==> src/rtl/mole_board.sv <==
// rtl/mole_board.sv - whac-a-mole board state, per-hole lifetime timers and hit/miss judgement
//
// Parameters:
//   N_HOLES      number of holes / buttons (max 16)
//   LIFE_CYCLES  clk cycles a mole stays up before it counts as missed
//   TW           timer width, 2^TW > LIFE_CYCLES
// Ports:
//   clk                 system clock
//   reset               synchronous active-high reset; clears board and outputs
//   game_active         round running; LOW clears the board with no pulses
//   spawn_valid         spawner requests a mole this cycle
//   spawn_idx           hole index for the spawn request
//   spawn_accept        registered; HIGH one cycle after an accepted spawn
//   btn                 debounced active-high hole buttons (level)
//   mole_active         registered; bit i HIGH while a mole is up in hole i
//   miss                one-cycle pulse: wrong press or mole timeout
//   non_full_clear_hit  one-cycle pulse: correct hit, other moles remain
//   full_clear_hit      one-cycle pulse: correct hit on the last active mole
module mole_board #(
    parameter int N_HOLES     = 9,
    parameter int LIFE_CYCLES = 50_000_000,
    parameter int TW          = 26
) (
    input  logic               clk,
    input  logic               reset,
    input  logic               game_active,
    input  logic               spawn_valid,
    input  logic [3:0]         spawn_idx,
    output logic               spawn_accept,
    input  logic [N_HOLES-1:0] btn,
    output logic [N_HOLES-1:0] mole_active,
    output logic               miss,
    output logic               non_full_clear_hit,
    output logic               full_clear_hit
);

    logic [N_HOLES-1:0] btn_prev;
    logic [TW-1:0]      timer [N_HOLES];

    logic [N_HOLES-1:0] press;
    logic [N_HOLES-1:0] press_oh;
    logic               has_press;
    logic [N_HOLES-1:0] expire;
    logic [N_HOLES-1:0] expire_adj;
    logic [N_HOLES-1:0] hit_oh;
    logic [N_HOLES-1:0] remaining;
    logic [N_HOLES-1:0] clear_mask;
    logic [N_HOLES-1:0] spawn_oh;
    logic [N_HOLES-1:0] spawn_mask;
    logic [N_HOLES-1:0] mole_next;
    logic               wrong;
    logic               hit;
    logic               miss_next;
    logic               full_next;
    logic               nonfull_next;

    always_comb begin
        press     = btn & ~btn_prev;
        press_oh  = '0;
        has_press = 1'b0;
        // Walk downwards so the lowest-index press is the one left standing.
        for (int i = N_HOLES - 1; i >= 0; i--) begin
            if (press[i]) begin
                has_press   = 1'b1;
                press_oh    = '0;
                press_oh[i] = 1'b1;
            end
        end

        expire = '0;
        for (int i = 0; i < N_HOLES; i++) begin
            expire[i] = mole_active[i] && (timer[i] == '0);
        end

        // A press landing on an expiring mole wins the tie and is a hit.
        hit_oh     = press_oh & mole_active;
        hit        = |hit_oh;
        expire_adj = expire & ~hit_oh;
        wrong      = has_press && !hit;
        miss_next  = wrong || (|expire_adj);

        // Full clear: the hit mole is the only one left once expiries are gone.
        remaining    = mole_active & ~expire_adj;
        full_next    = !miss_next && hit && (remaining == hit_oh);
        nonfull_next = !miss_next && hit && (remaining != hit_oh);

        clear_mask = expire_adj | hit_oh;

        // Out-of-range indices decode to an empty mask and are dropped.
        spawn_oh = '0;
        for (int i = 0; i < N_HOLES; i++) begin
            spawn_oh[i] = (spawn_idx == 4'(i));
        end
        spawn_mask = spawn_valid ? (spawn_oh & ~mole_active & ~clear_mask) : '0;

        mole_next = (mole_active & ~clear_mask) | spawn_mask;
    end

    always_ff @(posedge clk) begin
        btn_prev <= btn;
        if (reset || !game_active) begin
            mole_active        <= '0;
            spawn_accept       <= 1'b0;
            miss               <= 1'b0;
            non_full_clear_hit <= 1'b0;
            full_clear_hit     <= 1'b0;
            for (int i = 0; i < N_HOLES; i++) begin
                timer[i] <= '0;
            end
        end else begin
            mole_active        <= mole_next;
            spawn_accept       <= |spawn_mask;
            miss               <= miss_next;
            non_full_clear_hit <= nonfull_next;
            full_clear_hit     <= full_next;
            for (int i = 0; i < N_HOLES; i++) begin
                if (spawn_mask[i]) begin
                    timer[i] <= TW'(LIFE_CYCLES - 1);
                end else if (clear_mask[i]) begin
                    timer[i] <= '0;
                end else if (mole_active[i] && (timer[i] != '0)) begin
                    timer[i] <= timer[i] - TW'(1);
                end
            end
        end
    end

endmodule

==> config.mk <==
export PLATFORM = sky130hd
export DESIGN_NAME = mole_board
export DESIGN_NICKNAME = d
export VERILOG_FILES = /design/src/rtl/mole_board.sv
export SDC_FILE = /design/constraint.sdc
export NUM_CORES = 1
export LEC_CHECK = 0
export BUFFER_PORTS_ARGS = -buffer_cell sky130_fd_sc_hd__buf_4
export CORE_ASPECT_RATIO = 0.9
export CORE_MARGIN = 3
export CORE_UTILIZATION = 40
export DETAILED_ROUTE_END_ITERATION = 12
export GPL_TIMING_DRIVEN = 0
export RECOVER_POWER = 25
export SETUP_SLACK_MARGIN = 0.5
export SLEW_MARGIN = 20
export SYNTH_ARGS = -nofsm -noshare
export SYNTH_HDL_FRONTEND = slang
export SYNTH_SLANG_ARGS = --single-unit
==> constraint.sdc <==
create_clock -name clk -period 2.47 [get_ports clk]
set_input_delay 0.494 -clock clk [delete_from_list [all_inputs] [get_ports clk]]
set_output_delay 0.494 -clock clk [all_outputs]
set_load 0.01 [all_outputs]
**After elaboration in Yosys (flattened, before gate mapping)**

Memories as Yosys holds them, arrays and structs flattened.
Cells that the tools add are included.

- Register bits: 22
- Bits in writable memories: 234
- Input port bits: 17
- Output and inout bits: 13
- Logic and storage cells: 272
- Memories kept: 1

Memories:

| name | words | width | rd ports | clocked after Yosys merged registers in | wr ports | line | text |
|---|---|---|---|---|---|---|---|
| timer | 9 | 26 | 9 | 0 | 9 | 38 | `logic [TW-1:0] timer [N_HOLES];` |

- $add $sub $neg: 9
- Equality and inequality tests: 10
- Muxes and demuxes: 156
- Bitwise gates (word level): 41
- Reduce and logical (&&, ||, !) cells: 49

Operator list:

| operator | number |
|---|---|
| $mux 26 | 27 |
| $logic_not 26->1 | 9 |
| $reduce_bool 26->1 | 9 |
| $sub 26x1->26 const B | 9 |
| $mux 1 | 119 |
| $mux 9 | 10 |
| $and 9x9->9 | 7 |
| $not 9->9 | 5 |
| $or 1x1->1 | 27 |
| $reduce_or 9->1 | 3 |
| $logic_and 1x1->1 | 22 |
| $or 9x9->9 | 2 |
| $eq 4x3->1 const B | 4 |
| $eq 9x9->1 | 1 |
| $ne 9x9->1 | 1 |
| $eq 4x2->1 const B | 2 |
| $eq 4x1->1 const B | 1 |
| $eq 4x4->1 const B | 1 |
| $logic_not 4->1 | 1 |
| $logic_not 1->1 | 3 |
| $logic_or 1x1->1 | 2 |

**Depth between registers and ports, before layout**

Gate-level depths: netlist (run 1).

- Word-level depth: 24
- Mapped depth: 9
- Gate-level depth less buffers: 9

**Least setup slack after synthesis (run 1)**

OpenSTA, ideal clock, no wires.

- Path kind: register to register
- Start point: mem timer[0][6]
- End point: mem timer[0][12], data pin
- Setup time: 260 ps
- Data arrival time: 2,254 ps
- Data required time: 2,210 ps
- Path slack: -44 ps
- Cell stages (with the launch flop): 8
- Buffers on the path: 1
- Period minus slack after synthesis: 2,514 ps
- Cell sequence: edfxtp_1 -> or4_4 -> or4b_1 -> buf_2 -> or3_4 -> nor3_4 -> xnor2_1 -> o21ai_2

RTL lines:

| item | line |
|---|---|
| from (decl) | 38 |

==> results by stage, run 1 <==
Cells and area:
- The number of diodes is 0.
- The layout cell share with drive strength beyond 1 is 0.406.
- Once layout is complete, the utilization of the core stands at 0.571.
- The filler cell count is roughly 2800.
- The net total in the final layout is between 1500 and 2000.
- Compared with the post-synthesis result, the final layout area differs by 39.0%.

Placed design:
- The placement-stage worst setup slack is -683 ps.
- The count of buffers added on input and output ports is 29.
- The global placement routability congestion is approximately 0.80.
- The detailed-placement wirelength estimate is 20300 um.

Detailed routing:
- The initial DRC count is slightly above 600.
- The detailed-router iteration count before antenna repair is 7.
- The detail route stage leaves a number of antenna-violating nets equal to 0.
- Using the TritonRoute via totals, the vias-per-cell ratio works out to about 5.4.
- For this block, the routed nets add up to 34600 um of wire.
- After detailed routing, the average wire length per cell comes to approximately 17 um.
- The DRC violation count after routing is 0.
- The final route contains 10779 vias.

Setup path:
- The signal on the critical path passes through or4_4 -> or4b_4 -> buf_6 -> or3_4 -> nor3_4 -> xnor2_2 -> o21ai_2.
- At the worst endpoint, the required time is 2770 ps.
- The worst setup path is launched from a flip-flop.
- Among all stages on the critical path, the largest delay is contributed by sky130_fd_sc_hd__or4_4.
- The longest individual stage delay on the worst path is 550 ps.
- The data arrival time of the worst path is 2880 ps.
- The critical setup path kind is reg2reg.
- In this run the worst path has a maximum fanout of 3.
- The type of destination of the critical path is a flip-flop.

Yosys:
- The synthesized area per cell is ~11 sq um.
- The synthesized-area fraction occupied by xor and xnor cells is 0.127.
- The most numerous cell in the Yosys netlist is sky130_fd_sc_hd__edfxtp_1.
- The compound-gate portion of the synthesized area is 0.0916.
- After synthesis, the cell types taking the most area are sky130_fd_sc_hd__edfxtp_1 51%, sky130_fd_sc_hd__xnor2_1 8.9%, sky130_fd_sc_hd__o21ai_0 5.8%.
- The net count after synthesis is between 1000 and 1500.
- Of the total synthesized cell area, the portion taken by AND, OR, NAND and NOR gates is 0.204.
- The commonest cells after synthesis are 234 x sky130_fd_sc_hd__edfxtp_1, 174 x sky130_fd_sc_hd__nor2_1, 159 x sky130_fd_sc_hd__o21ai_0.
- In this run, synthesis inferred 234 flip-flops with an integrated enable.
- Counting flops and latches in the post-synthesis netlist gives 256.
- By area, the combinational part of the netlist is dominated by simple AND/OR/NAND/NOR gates.
- The mux share of post-synthesis cell area is 0.
- Counting flops with an async set or reset pin after synthesis yields a share of 0.
- The cell area that synthesis handed to floorplanning was about 0.014 sq mm.
- In this run, distinct cell masters in the synthesized netlist total 57.
- The synthesized design spends more area on one cell type than any other, namely sky130_fd_sc_hd__edfxtp_1.
- The part of the Yosys area used for sequential elements is 0.543.
- In the synthesized netlist the dominant register cell turns out to be sky130_fd_sc_hd__edfxtp_1.
- The share of synthesized area in the top cell type comes to 0.511.
- The gate count after technology mapping is 1297.
- Yosys printed 0 warnings.
- The synthesized-area fraction occupied by adder cells is 0.0155.

Power:
- The leakage power is 6.76 nW.
- The power per cell area is 603 mW/mm^2.
- VDD sags by at most 0.495 mV.

Timing:
- Between clock sinks in the finished design, the worst skew comes to 19.0 ps.
- In this run the tightest slew margin relative to its limit is 0.227.
- Once routing completed, OpenROAD measured the worst setup slack at -117 ps.
- The time the worst path needs with I/O delays and setup is ~2600 ps.
- The number of max-slew violations in the final report is 0.
- The share of the cycle needed by the critical path after routing is 1.05.
- Timing would allow up to roughly 390 MHz.
- The final number of hold-violating endpoints came to 0.
- Setup repair after global routing could not meet its margin everywhere.
- Setup violations remaining at the end of the flow were counted as 70.
- For the pin with the worst max-slew slack, the measured transition is around 1200 ps.

Floorplan:
- 30 I/O pins were placed.
- The vertical die dimension is 182 um.
- The initial core utilization is 0.411.
- The number of standard-cell rows in the floorplan is 63.
- The total area inside the core boundary comes to between 0.03 and 0.04 sq mm.
- The die covers roughly 0.037 sq mm.
- From left edge to right edge, the die measures 201 um.

Global routing:
- The remaining global-route overflow is 0.
- The number of global-route vias before repair is 10640.
- The global-route wire length before repair is approximately 55000 um.
- Entering global routing, the biggest net connects 27 pins.
- The number of antenna violations at the first check in global routing is 1.
- The global routing usage summed across all routing layers is 0.180.

Clocking:
- The longest clock path from root to sink contains 3 buffers.
- The clock latency reported for the late side of the worst-skew pair is 560 ps.
- The root buffer cell is sky130_fd_sc_hd__clkbuf_16.
- In this run the number of H-tree levels came out at 1.
- The total CTS buffers is 29.
- The tree built by TritonCTS fans out to roughly 260 sinks.
- TritonCTS built the clock tree.
- Clock-pin slew was measured on the worst setup and hold paths at 60 ps.

Run:
- The max-cap check violation count is 0.

Run status:
- The checks that failed: setup timing.
- The flow ran to the end, but the final reports show violations.

Hold path:
- The class of the tightest hold or removal check is in2reg.
-- flip-flops by register name, indices dropped and copies added, names as in the netlist --
| name | count |
|---|---|
| timer | 234 |
| btn_prev | 9 |
| mole_active | 9 |
| full_clear_hit | 1 |
| miss | 1 |
| non_full_clear_hit | 1 |
| spawn_accept | 1 |
-- worst max-delay path: cells and delay by family (launching register included) --
family	cells	cell delay, ps
buffers and inverters	1	140
AND/OR/NAND/NOR	4	1580
AO/OA/AOI/OAI	1	70
XOR/XNOR	1	150
flip-flops	1	380
-- metrics by stage --
stage / cells / cell area, sq um / TNS [ps] / total power, W / hold WS, ps
2_1_floorplan: 1297 / 14000 / -22.9 / 0.00637 / 522
3_3_place_gp: 1781 / 14800 / -170070 / 0.00667 / 599
3_5_place_dp: 1783 / 14800 / -148170 / 0.00670 / 610
4_1_cts: 1945 / 18000 / -487 / 0.0113 / 20.4
5_1_grt: 1981 / 19100 / -7070 / 0.0120 / 44.3
6_report: 1981 / 19100 / -1910 / 0.0115 / 71.3
-- logic make-up (layout without fill, tap and decap cells) --
| kind of cell | Yosys count | in the layout |
|---|---|---|
| AND/OR/NAND/NOR | 540 | 540 |
| buffers and inverters | 59 | 288 |
| adder cells (fa/ha/maj) | 17 | 17 |
| flip-flops | 256 | 256 |
| XOR/XNOR | 200 | 200 |
| AO/OA/AOI/OAI | 225 | 225 |
-- layout by cell type (no fill, tap or decap), types with 11 or more instances in the layout --
cell and count:
sky130_fd_sc_hd__nor2_1 94, sky130_fd_sc_hd__nor3_4 14, sky130_fd_sc_hd__nor2_2 34, sky130_fd_sc_hd__buf_4 112, sky130_fd_sc_hd__nor4_1 20, sky130_fd_sc_hd__ha_1 17
sky130_fd_sc_hd__xnor2_1 134, sky130_fd_sc_hd__o21ai_1 27, sky130_fd_sc_hd__nor2b_1 12, sky130_fd_sc_hd__dfxtp_1 22, sky130_fd_sc_hd__nor3_1 48, sky130_fd_sc_hd__nor4_2 14
sky130_fd_sc_hd__nand3_1 14, sky130_fd_sc_hd__a21oi_2 11, sky130_fd_sc_hd__o21ai_2 124, sky130_fd_sc_hd__buf_8 31, sky130_fd_sc_hd__nand2_1 65, sky130_fd_sc_hd__edfxtp_1 234
sky130_fd_sc_hd__or4_4 13, sky130_fd_sc_hd__nor3_2 12, sky130_fd_sc_hd__clkbuf_16 32, sky130_fd_sc_hd__inv_1 20, sky130_fd_sc_hd__nand4_1 12, sky130_fd_sc_hd__xor2_1 55
sky130_fd_sc_hd__clkbuf_1 26, sky130_fd_sc_hd__nor2_4 46, sky130_fd_sc_hd__buf_6 32, sky130_fd_sc_hd__nand2b_1 17, sky130_fd_sc_hd__nor4_4 21, sky130_fd_sc_hd__or3_1 14
sky130_fd_sc_hd__o21ai_0 12, sky130_fd_sc_hd__a21oi_1 12
-- cell type report --
| type | count | area, sq um | share of cell area |
|---|---|---|---|
| multi-input combinational | 982 | 8060 | 0.422 |
| sequential | 256 | 7470 | 0.391 |
| timing repair buffer | 175 | 1540 | 0.0807 |
| clock buffer | 42 | 835 | 0.0437 |
| tap | 455 | 569 | 0.0298 |
| buffer | 38 | 452 | 0.0237 |
| clock inverter | 12 | 93.8 | 0.00491 |
| inverter | 21 | 78.8 | 0.00413 |
-- per-layer routing --
metal,part of all wire,up-vias,track usage,wire length (um)
met5,0.00038,-,0,13
met4,0.023,2,0.0522,780
met3,0.037,60,0.0342,1280
met2,0.49,181,0.296,16900
met1,0.45,5354,0.243,15600
li1,-,5182,-,-
-- worst paths after layout --
path	from	endpoint	slack [ps]	cells after the start
setup / recovery	timer[0][4]$_SDFFCE_PN0P_	timer[0][12]$_SDFFCE_PN0P_	-120	7
hold reg to reg	timer[7][0]$_SDFFCE_PN0P_	timer[7][0]$_SDFFCE_PN0P_	630	1
setup reg to reg	timer[0][4]$_SDFFCE_PN0P_	timer[0][12]$_SDFFCE_PN0P_	-120	7
hold / removal	btn[4]	btn_prev[4]$_DFF_P_	70	1
-- timing repair --
item	4_1_cts	5_1_grt
gates cloned	16	1
resized for setup	474	235
setup buffers	92	35
hold buffers	0	0
pin swaps	176	62
setup endpoints to repair	463	308
-- power breakdown --
group / internal (W) / switching, W / leakage [nW]
Clock: 0.00245 / 0.00178 / 0.461
Combinational: 0.000833 / 0.00104 / 3.51
Sequential: 0.00507 / 0.000342 / 2.79
Total: 0.00835 / 0.00316 / 6.76
Note: power is estimated with default switching activity, not from simulation.
==> run 2, diff against run 1 <==
--- a/config.mk
+++ b/config.mk
@@ -6,11 +6,14 @@
 export NUM_CORES = 1
 export LEC_CHECK = 0
 export BUFFER_PORTS_ARGS = -buffer_cell sky130_fd_sc_hd__buf_4
+export CELL_PAD_IN_SITES_DETAIL_PLACEMENT = 0
+export CELL_PAD_IN_SITES_GLOBAL_PLACEMENT = 1
 export CORE_ASPECT_RATIO = 0.9
 export CORE_MARGIN = 3
 export CORE_UTILIZATION = 40
 export DETAILED_ROUTE_END_ITERATION = 12
 export GPL_TIMING_DRIVEN = 0
+export PLACE_DENSITY_LB_ADDON = 0.1
 export RECOVER_POWER = 25
 export SETUP_SLACK_MARGIN = 0.5
 export SLEW_MARGIN = 20
==> results by stage, run 2 (synthesized netlist as in run 1, its figures left out) <==
Setup path:
- The critical path data required time is 2780 ps (was 2770 ps).
- Cells traversed along the worst timing path: or4_4 -> or4b_4 -> buf_6 -> or3_4 -> nor3_4 -> xnor2_2 -> o21ai_2 (unchanged).
- The count of cells along the worst register-to-register path is 7 (unchanged).
- The setup slack of the worst register-to-register path is -60 ps (was -120 ps).
- The destination of the worst register-to-register timing path is timer[0][12]$_SDFFCE_PN0P_ (unchanged).
- The critical setup path kind is reg2reg (unchanged).
- The longest individual stage delay on the worst path came to 540 ps (was 550 ps).
- The launch point of the worst reg-to-reg path is timer[0][7]$_SDFFCE_PN0P_ (was timer[0][4]$_SDFFCE_PN0P_).
- The nature of the critical path startpoint is a flip-flop (unchanged).
- The maximum fanout along the worst path is 3 (unchanged).
- The data arrival time of the worst path is 2840 ps (was 2880 ps).
- The type of destination of the critical path was a flip-flop (unchanged).
- The cell with the largest stage delay on the worst path is sky130_fd_sc_hd__or4_4 (unchanged).

Cells and area:
- The final standard cell area without fillers is 0.0194 sq mm (was 0.0191 sq mm).
- The area growth from synthesis to layout is 41.0% (was 39.0%).
- The register name with the most flops was timer (unchanged).
- Largest registers ranked by flip-flop count: timer (234), btn_prev (9), mole_active (9) (unchanged).
- The number of flip-flops in the largest register came to 234 (unchanged).
- The final cell utilization of the core was 0.580 (was 0.571).
- Leading cell types in the layout, fill and taps excluded: 234 x sky130_fd_sc_hd__edfxtp_1, 134 x sky130_fd_sc_hd__xnor2_1, 123 x sky130_fd_sc_hd__buf_4 (was 234 x sky130_fd_sc_hd__edfxtp_1, 134 x sky130_fd_sc_hd__xnor2_1, 124 x sky130_fd_sc_hd__o21ai_2).
- The net total in the final layout is 1556 (was 1537).
- The filler cell count was 2882 (was 2762).
- The layout cell share with drive strength beyond 1 came to 0.402 (was 0.406).
- The number of diodes is 0 (unchanged).
- The leading cell type in the layout, fill and taps excluded is sky130_fd_sc_hd__edfxtp_1 (unchanged).

Detailed routing:
- The average wire length per cell after detail routing is 17.7 um (was 17.5 um).
- The DRC violation count after routing is 0 (unchanged).
- The antenna violation net count after detailed routing came to 0 (unchanged).
- The detailed-router iteration count before antenna repair came to 5 (was 7).
- The vias per cell was 5.33 (was 5.44).
- The routed wire length is 35400 um (was 34600 um).
- The total vias in the final route is 10670 (was 10779).
- The initial DRC count is 606 (was 611).

Floorplan:
- The vertical die dimension is 182 um (unchanged).
- The initial core utilization came to 0.411 (unchanged).
- The full die area is 0.0366 sq mm (unchanged).
- The number of standard-cell rows in the floorplan is 63 (unchanged).
- The chip width is 201 um (unchanged).
- The count of boundary I/O pins is 30 (unchanged).
- The core area is 0.0334 sq mm (unchanged).

Run status:
- Violations in the final reports: setup timing (unchanged).
- Outcome: finished, violations left (unchanged).

Timing:
- The maximum achievable frequency is 396 MHz (was 387 MHz).
- The total setup violations reported at the end of the flow came to 13 (was 70).
- Setup repair after global routing missed its margin: yes (unchanged).
- The number of max-slew violations in the final report is 0 (unchanged).
- The time the worst path needs with I/O delays and setup is 2530 ps (was 2590 ps).
- The relative max-transition margin was 0.544 (was 0.227).
- The share of the cycle needed by the critical path after routing came to 1.02 (was 1.05).
- The final hold slack is 74.1 ps (was 71.3 ps).
- The clock skew after layout was 12.2 ps (was 19.0 ps).
- The final critical-path setup slack is -58.3 ps (was -117 ps).
- The worst-margin pin slew is 681 ps (was 1160 ps).
- The final-layout setup total negative slack is -222 ps (was -1910 ps).
- The final number of hold-violating endpoints came to 0 (unchanged).

Global routing:
- The number of antenna violations at the first check in global routing came to 1 (unchanged).
- The remaining global-route overflow came to 0 (unchanged).
- The number of global-route vias before repair was 10719 (was 10640).
- The pin count of the biggest net entering global routing came to 27 (unchanged).
- The global-route wire length before repair is 57100 um (was 54900 um).
- The global routing usage summed across all routing layers was 0.189 (was 0.180).

Run:
- The max-cap check violation count was 0 (unchanged).

Placed design:
- The global placement routability congestion is 0.751 (was 0.798).
- The total cell area at the placement stage came to 0.0148 sq mm (about the same).
- The count of input and output buffers is 29 (unchanged).
- The detailed-placement wirelength estimate is 20600 um (was 20300 um).
- The placement-stage worst setup slack is -804 ps (was -683 ps).

Hold path:
- The class of the tightest hold or removal check is in2reg (unchanged).
- The hold-critical path endpoint is btn_prev[3]$_DFF_P_ (was btn_prev[4]$_DFF_P_).
- The hold-critical path depth is 1 (unchanged).
- The hold path startpoint is btn[3] (was btn[4]).

Clocking:
- The clock latency reported for the late side of the worst-skew pair is 570 ps (was 560 ps).
- The total CTS buffers was 30 (was 29).
- The number of clock sinks seen by CTS is 256 (unchanged).
- The root buffer cell is sky130_fd_sc_hd__clkbuf_16 (unchanged).
- The clock tree from TritonCTS was built (unchanged).
- The deepest clock path buffer count is 3 (unchanged).
- The level count of the clock H-tree is 1 (unchanged).
- The clock transition at the registers of the reported paths is 60 ps (about the same).

Power:
- The power per cell area came to 602 mW/mm^2 (was 603 mW/mm^2).
- The leakage power is 6.90 nW (was 6.76 nW).
- The largest voltage drop on the vdd net came to 0.586 mV (was 0.495 mV).
run 2: cell count changes in the layout (fill, tap and decap cells not counted), sizes merged:
| cell | before | now |
|---|---|---|
| clkbuf | 77 | 79 |
| buf | 178 | 202 |
| clkinv | 9 | 4 |
| inv | 22 | 21 |
run 2: report_power, final:
| group | total [W] | internal (W) | switching, W |
|---|---|---|---|
| clock network | 0.00437 | 0.00256 | 0.00181 |
| registers | 0.00541 | 0.00507 | 0.000343 |
| logic | 0.00188 | 0.000852 | 0.00103 |
run 2: stage by stage:
step | instances | power, W
after floorplan | 1297 | 0.00637
after global placement | 1781 | 0.00669
after detailed placement | 1782 | 0.00670
after CTS | 1959 | 0.0116
after global routing | 2001 | 0.0122
final | 2001 | 0.0117
run 2: cell type report:
cell class | instances | area [sq um] | area share
buffer | 38 | 478 | 0.0247
clock buffer | 50 | 897 | 0.0463
clock inverter | 6 | 57.6 | 0.00297
inverter | 21 | 78.8 | 0.00407
multi-input combinational | 982 | 8070 | 0.416
sequential | 256 | 7470 | 0.385
tap | 455 | 569 | 0.0294
timing repair buffer | 193 | 1760 | 0.0908
run 2: per-layer routing:
metal / wire [um] / global-route usage
met3: 1120 / 0.0308
met1: 16600 / 0.266
met4: 638 / 0.0368
met2: 17000 / 0.312
met5: 11 / 0
run 2: what timing repair did:
item	in CTS	in global routing
cloned	16	0
buffers inserted	105	42
gates resized for setup	483	205
pin swaps	198	54
hold buffers	0	0
setup endpoints to repair	374	323
run 2: worst max-delay path, delay by kind of cell (launching register included):
kind	cells	cell delay, ps
and+or+nand+nor	4	1530
AOI/OAI and AO/OA	1	60
DFF	1	400
xor gates and xnor gates	1	150
buffers and inverters	1	130
run 2: worst max-delay path by stage:
stage | startpoint | to | slack, ps | depth (start not counted)
3_3_place_gp | reset | timer[8][17]$_DFFE_PP_ | -1130 | 5
4_1_cts | timer[0][7]$_SDFFCE_PN0P_ | timer[0][12]$_SDFFCE_PN0P_ | -120 | 7
5_1_grt | timer[0][6]$_SDFFCE_PN0P_ | timer[0][12]$_SDFFCE_PN0P_ | -120 | 7
6_report | timer[0][7]$_SDFFCE_PN0P_ | timer[0][12]$_SDFFCE_PN0P_ | -60 | 7
3_5_place_dp | reset | timer[6][17]$_SDFFCE_PN0P_ | -800 | 5
2_1_floorplan | timer[0][6]$_SDFFCE_PN0P_ | timer[0][12]$_SDFFCE_PN0P_ | -20 | 7
